[config.mk]
export PLATFORM = sky130hd
export DESIGN_NAME = multi_led_blinker
export DESIGN_NICKNAME = d
export VERILOG_FILES = /design/src/rtl/blinker_pkg.sv /design/src/rtl/blink_channel.sv /design/src/rtl/multi_led_blinker.sv
export SDC_FILE = /design/constraint.sdc
export NUM_CORES = 1
export LEC_CHECK = 0
export CORE_AREA = 5 5 200 202
export DETAILED_ROUTE_END_ITERATION = 7
export DIE_AREA = 0 0 205 207
export GPL_TIMING_DRIVEN = 0
export PLACE_DENSITY_LB_ADDON = 0.1
export REMOVE_ABC_BUFFERS = 1
export SLEW_MARGIN = 10
export SYNTH_ARGS = -nofsm -noshare
export SYNTH_HDL_FRONTEND = slang
export SYNTH_SLANG_ARGS = --single-unit
[constraint.sdc]
create_clock -name clk -period 5.85 [get_ports clk]
set_input_delay 1.17 -clock clk [delete_from_list [all_inputs] [get_ports clk]]
set_output_delay 1.17 -clock clk [all_outputs]
set_load 0.01 [all_outputs]
[src/rtl/blinker_pkg.sv]
// Shared types and defaults for the multi-channel LED blinker.
package blinker_pkg;

    typedef enum logic [1:0] {
        BLINK_OFF     = 2'd0,
        BLINK_ON      = 2'd1,
        BLINK_RUN     = 2'd2,
        BLINK_RUN_INV = 2'd3
    } mode_e;

    localparam int DEFAULT_TICKS_PER_MS = 50000;

endpackage

[src/rtl/blink_channel.sv]
// One LED channel: holds its own period/duty/mode and a millisecond phase counter.
module blink_channel
    import blinker_pkg::*;
#(
    parameter int PERIOD_W = 14,
    parameter int DUTY_W   = 2
) (
    input  logic                clk,
    input  logic                rst,
    input  logic                ms_tick,
    input  logic                clear,
    input  logic                load,
    input  logic [PERIOD_W-1:0] period_in,
    input  logic [DUTY_W-1:0]   duty_in,
    input  mode_e               mode_in,
    output logic                led
);

    localparam int FULL_W = PERIOD_W + DUTY_W + 1;

    logic [PERIOD_W-1:0] period_r;
    logic [PERIOD_W-1:0] cnt_r;
    logic [DUTY_W-1:0]   duty_r;
    mode_e               mode_r;
    logic [FULL_W-1:0]   phase_s;
    logic [FULL_W-1:0]   thresh_s;
    logic                blink_s;

    // Configuration and phase counter; a load wins over a coincident tick.
    always_ff @(posedge clk or posedge rst) begin
        if (rst) begin
            period_r <= PERIOD_W'(1'b1);
            duty_r   <= DUTY_W'(1'b1);
            mode_r   <= BLINK_RUN;
            cnt_r    <= '0;
        end else if (load) begin
            period_r <= period_in;
            duty_r   <= duty_in;
            mode_r   <= mode_in;
            cnt_r    <= '0;
        end else if (clear) begin
            cnt_r    <= '0;
        end else if (ms_tick) begin
            if (cnt_r >= period_r) begin
                cnt_r <= '0;
            end else begin
                cnt_r <= cnt_r + PERIOD_W'(1'b1);
            end
        end
    end

    // Duty compare kept one bit wider than the product so nothing is truncated.
    always_comb begin
        phase_s  = {1'b0, cnt_r, {DUTY_W{1'b0}}};
        thresh_s = FULL_W'(duty_r) * (FULL_W'(period_r) + FULL_W'(1'b1));
        blink_s  = (phase_s < thresh_s);
    end

    // Mode select for the LED drive.
    always_comb begin
        led = 1'b0;
        case (mode_r)
            BLINK_OFF:     led = 1'b0;
            BLINK_ON:      led = 1'b1;
            BLINK_RUN:     led = blink_s;
            BLINK_RUN_INV: led = ~blink_s;
            default:       led = 1'b0;
        endcase
    end

endmodule

[src/rtl/multi_led_blinker.sv]
// Multi-channel LED blinker top: key synchroniser, ms prescaler, channel select.
// Define MULTI_LED_BLINKER_SYNC_EN to make every valid load restart all channels in phase.
module multi_led_blinker
    import blinker_pkg::*;
#(
    parameter int  CHANNELS     = 4,
    parameter int  PERIOD_W     = 14,
    parameter int  DUTY_W       = 2,
    parameter int  TICKS_PER_MS = DEFAULT_TICKS_PER_MS,
    localparam int SEL_W        = (CHANNELS > 1) ? $clog2(CHANNELS) : 1
) (
    input  logic                clk,
    input  logic                rst,
    input  logic                key_n,
    input  logic [SEL_W-1:0]    sel,
    input  logic [PERIOD_W-1:0] period_in,
    input  logic [DUTY_W-1:0]   duty_in,
    input  logic [1:0]          mode_in,
    output logic [CHANNELS-1:0] led
);

    localparam int PRE_W = (TICKS_PER_MS > 1) ? $clog2(TICKS_PER_MS) : 1;
    localparam logic [PRE_W-1:0] PRE_LAST  = PRE_W'(TICKS_PER_MS - 1);
    localparam logic [SEL_W:0]   SEL_LIMIT = (SEL_W + 1)'(CHANNELS);

    logic                s1_r;
    logic                s2_r;
    logic                s3_r;
    logic [PRE_W-1:0]    pre_r;
    logic                load_s;
    logic                sel_valid_s;
    logic                clear_all_s;
    logic                ms_tick_s;
    logic [CHANNELS-1:0] ch_load_s;

    // Three-flop key synchroniser; reset high so a held key cannot fake an edge.
    always_ff @(posedge clk or posedge rst) begin
        if (rst) begin
            s1_r <= 1'b1;
            s2_r <= 1'b1;
            s3_r <= 1'b1;
        end else begin
            s1_r <= key_n;
            s2_r <= s1_r;
            s3_r <= s2_r;
        end
    end

    // Falling-edge detect, select decode and optional global phase clear.
    always_comb begin
        ch_load_s   = '0;
        load_s      = s3_r & ~s2_r;
        sel_valid_s = ({1'b0, sel} < SEL_LIMIT);
        ms_tick_s   = (pre_r == PRE_LAST);
`ifdef MULTI_LED_BLINKER_SYNC_EN
        clear_all_s = load_s & sel_valid_s;
`else
        clear_all_s = 1'b0;
`endif
        for (int i = 0; i < CHANNELS; i++) begin
            ch_load_s[i] = load_s & sel_valid_s & ({1'b0, sel} == (SEL_W + 1)'(i));
        end
    end

    // Shared millisecond prescaler.
    always_ff @(posedge clk or posedge rst) begin
        if (rst) begin
            pre_r <= '0;
        end else if (clear_all_s || ms_tick_s) begin
            pre_r <= '0;
        end else begin
            pre_r <= pre_r + PRE_W'(1'b1);
        end
    end

    for (genvar g = 0; g < CHANNELS; g++) begin : g_ch
        blink_channel #(
            .PERIOD_W (PERIOD_W),
            .DUTY_W   (DUTY_W)
        ) u_ch (
            .clk       (clk),
            .rst       (rst),
            .ms_tick   (ms_tick_s),
            .clear     (clear_all_s),
            .load      (ch_load_s[g]),
            .period_in (period_in),
            .duty_in   (duty_in),
            .mode_in   (mode_e'(mode_in)),
            .led       (led[g])
        );
    end

endmodule

==> results of run 1 <==
==> final cells by class <==
cell class / instances / share of cell area [%]
antenna: 1 / 0.0163
clock buffer: 17 / 2.77
clock inverter: 15 / 1.06
inverter: 88 / 2.20
multi-input combinational: 1207 / 61.4
sequential: 147 / 24.1
tap: 518 / 4.22
timing repair buffer: 73 / 4.23
==> cells in the mapped netlist, types with 7 or more instances <==
cell,n,area (µm²)
nor2_1,63,236
a22o_1,15,131
ha_1,177,2210
a211o_1,7,61.3
nor3_1,16,80.1
a21o_1,29,218
nor4_1,8,50.1
clkbuf_1,24,90.1
and4_1,12,105
o21a_1,13,97.6
nand3_1,53,265
mux2_2,34,383
nand4_1,21,131
o31ai_1,7,52.6
a31oi_1,43,269
dfstp_2,15,394
and2_1,17,106
xnor2_1,80,701
a21oi_1,90,450
nand2b_1,34,213
nor2b_1,110,688
o21ai_0,89,445
a211oi_1,11,82.6
and3_1,29,181
buf_6,7,78.8
inv_1,88,330
nand2_1,116,435
dfrtp_1,132,3300
xor2_1,42,368
==> power groups by stage <==
stage	registers, W	logic, W	clock network, W
6_report	0.00130	0.00169	0.00113
5_1_grt	0.00132	0.00192	0.00123
4_1_cts	0.00129	0.00161	0.00117
3_5_place_dp	0.00132	0.00150	0
3_3_place_gp	0.00131	0.00147	0
2_1_floorplan	0.00126	0.00114	0
==> sequential cells by signal, summed over array words and instances, names as in the netlist <==
signal	cells
g_ch.u_ch.duty_r	8
s3_r	1
g_ch.u_ch.cnt_r	56
s2_r	1
s1_r	1
g_ch.u_ch.period_r	56
g_ch.u_ch.mode_r	8
pre_r	16
==> how the worst max path moves through the flow <==
stage	startpoint	endpoint	slack, ns	cells past startpoint
after floorplan	g_ch[2].u_ch.period_r[0]	led[2]	0.26	19
after global placement	rst	g_ch[0].u_ch.period_r[13]	-1.91	2
after detailed placement	g_ch[2].u_ch.period_r[0]	led[2]	-1.13	20
after CTS	g_ch[2].u_ch.period_r[0]	led[2]	-0.36	20
after global routing	g_ch[2].u_ch.period_r[0]	led[2]	-0.62	21
final	g_ch[2].u_ch.period_r[0]	led[2]	-0.26	20
==> through the flow <==
step	utilization, %	setup TNS [ns]	setup slack (ns)
2_1_floorplan	-	0	0.263
3_3_place_gp	36.0	-273.28	-1.91
3_5_place_dp	36.3	-2.00	-1.13
4_1_cts	39.2	-0.356	-0.356
5_1_grt	40.3	-0.958	-0.621
6_report	40.3	-0.255	-0.255
==> critical path, stage by stage (launching register included) <==
cell	delay [ns]
dfstp_2	0.58
ha_4	0.16
nand2_2	0.05
or3_4	0.42
nor2_2	0.11
xnor2_1	0.14
nor2b_1	0.07
ha_1	0.30
a21o_1	0.20
a21oi_2	0.17
a2bb2oi_2	0.18
buf_4	0.13
a31oi_1	0.09
a21o_1	0.18
ha_1	0.28
a2111o_1	0.42
a2111oi_4	0.21
o211ai_1	0.20
a31oi_1	0.20
xor2_1	0.24
buf_2	0.17
==> per-layer routing <==
layer / up-vias / track usage (%) / wire, µm
li1: 5420 / - / -
met3: 23 / 2.89 / 740
met4: 0 / 3.77 / 548
met5: - / 0 / 0
met1: 5087 / 22.0 / 16500
met2: 90 / 25.0 / 15600
==> kinds of logic after synthesis <==
family	after synthesis	share of synthesized area, %
buffers and inverters	128	4.40
adder cells (fa/ha/maj)	181	17.6
XOR/XNOR	122	8.18
AND/OR/NAND/NOR	524	22.1
AO/OA/AOI/OAI	346	16.5
flip-flops	147	28.3
multiplexers	34	2.93
==> timing repair <==
action | 4_1_cts | 5_1_grt
pin swaps | 43 | 53
gates resized for setup | 92 | 55
endpoints found under the setup margin | 4 | 4
endpoints found under the hold margin | 0 | 0
setup buffers | 22 | 20
==> flow_summary.yaml, run 1 <==
timing:
  finalCritPeriodShare_pct: 104
  layout_setup_ws_ns: -0.255
  finalHoldViolCount: 0
  fin_worst_skew_ns: 0.0158
  worst_hold_slack_ns: 0.396
  fin_crit_ns: 6.11
  slew_viol_final: 0
  relSlewSlack_pct: 24.0
  rsz0062_at_grt: "yes"
  setup_viol: 1
  max_freq_mhz: 164
  worstMarginPinSlew_ns: 1.13
grt:
  grt_pass1_vias: 10100
  grt_start_max_net_pins: 98
  antenna_found_initial: 1
  grt_pass1_wl_um: 53800
  grtUsageTotal_pct: 15.7
  grt-ovfl-total: 0
worst_setup_path:
  endpoint_kind: "output pin"
  worst_r2r_startpoint: "pre_r[0]"
  critPathMaxFanout: 5
  ff2ff_path_depth: 8
  start_kind: "flip-flop"
  crit_arrival_ns: 4.94
  reg2reg_slack_ns: 2.61
  r2r-end: "g_ch[2].u_ch.cnt_r[5]"
  path_class: "reg -> out"
  crit_required_ns: 4.68
clock_network:
  clock_tree.buffer_depth: 2
  numClockSinks: 147
  insertion_delay_ns: 0.44
  tritoncts: "yes"
  clockRootBuffer: "clkbuf_16"
  cts_hold_buf: 0
  cts_made_buffers: 17
  cts.clk_slew.worst_paths_ns: 0.08
  cts.htree.levels: 4
min_path:
  whs_path_depth: 0
  hp-start: "s1_r"
  hold_end: "s2_r"
  min_path_type: "reg -> reg"
status:
  status: "finished with violations"
  violations: "setup timing"
floorplanning:
  row_count: 72
  core_region_area_um2: 38100
  start_util_pct: 34.3
  dieWidth_um: 205
  ios: 27
  dieArea_um2: 42400
  die_h_um: 207
synth:
  syn_area_per_cell_um2: 8.82
  seq_area_frac_synth_pct: 28.3
  syn_inst: 1482
  ys.flop_type: "dfrtp_1"
  yosys_register_bits: 147
  synth_edf_count: 0
  ys_async_sr_fraction_pct: 100
  synthDistinctLibCells: 71
  syn_area_um2: 13100
  synth_warnings: 0
cells_and_area:
  fin_area_um2: 15400
  drive_gt1_share_pct: 16.4
  mostFrequentLayoutCell: "ha_1"
  synthToLayoutAreaGrowth_pct: 17.6
  final_nets: 1738
  multi_input_area_um2: 9440
  stdcell_count: 2066
  nFillCells: 3848
  seqCellArea_um2: 3700
  final_cell_mix: "ha_1 (169), dfrtp_1 (130), nand2_1 (112)"
flow_run:
  drv_cap: 0
drt:
  dr.pass1.iters: 5
  route.vias.total: 10600
  drc: 0
  drt-total-wl_um: 33400
  avgRoutedWirePerCell_um: 16.2
  first_iter_violations: 389
  vias_per_cell: 5.14
  postRouteAntennaNets: 0
power_and_ir_drop:
  p_clk_share_pct: 27.5
  p_comb_share_pct: 41.0
  sequentialPowerShare_pct: 31.5
  peakVddDrop_v: 0.000207
  power_density_nw_per_um2: 268
  p_int_w: 0.00254
  p_leak_nw: 6.95
  p_sw_w: 0.00157
  switching_share_pct: 38.2
  finalPower_w: 0.00411
place:
  gp_congestion: 0.789
  post_dp_cell_area_um2: 13800
  dp.final_hpwl_um: 25200
  io_buffers: 26
  dp.cells: 1990
Power figures use the tool's default switching activity.
==> run 2, diff against run 1 <==
CTS_BUF_LIST = sky130_fd_sc_hd__clkbuf_16   (was unset)
==> results of run 2 <==
Final layout, timing and power as in run 1 (identical DEF).
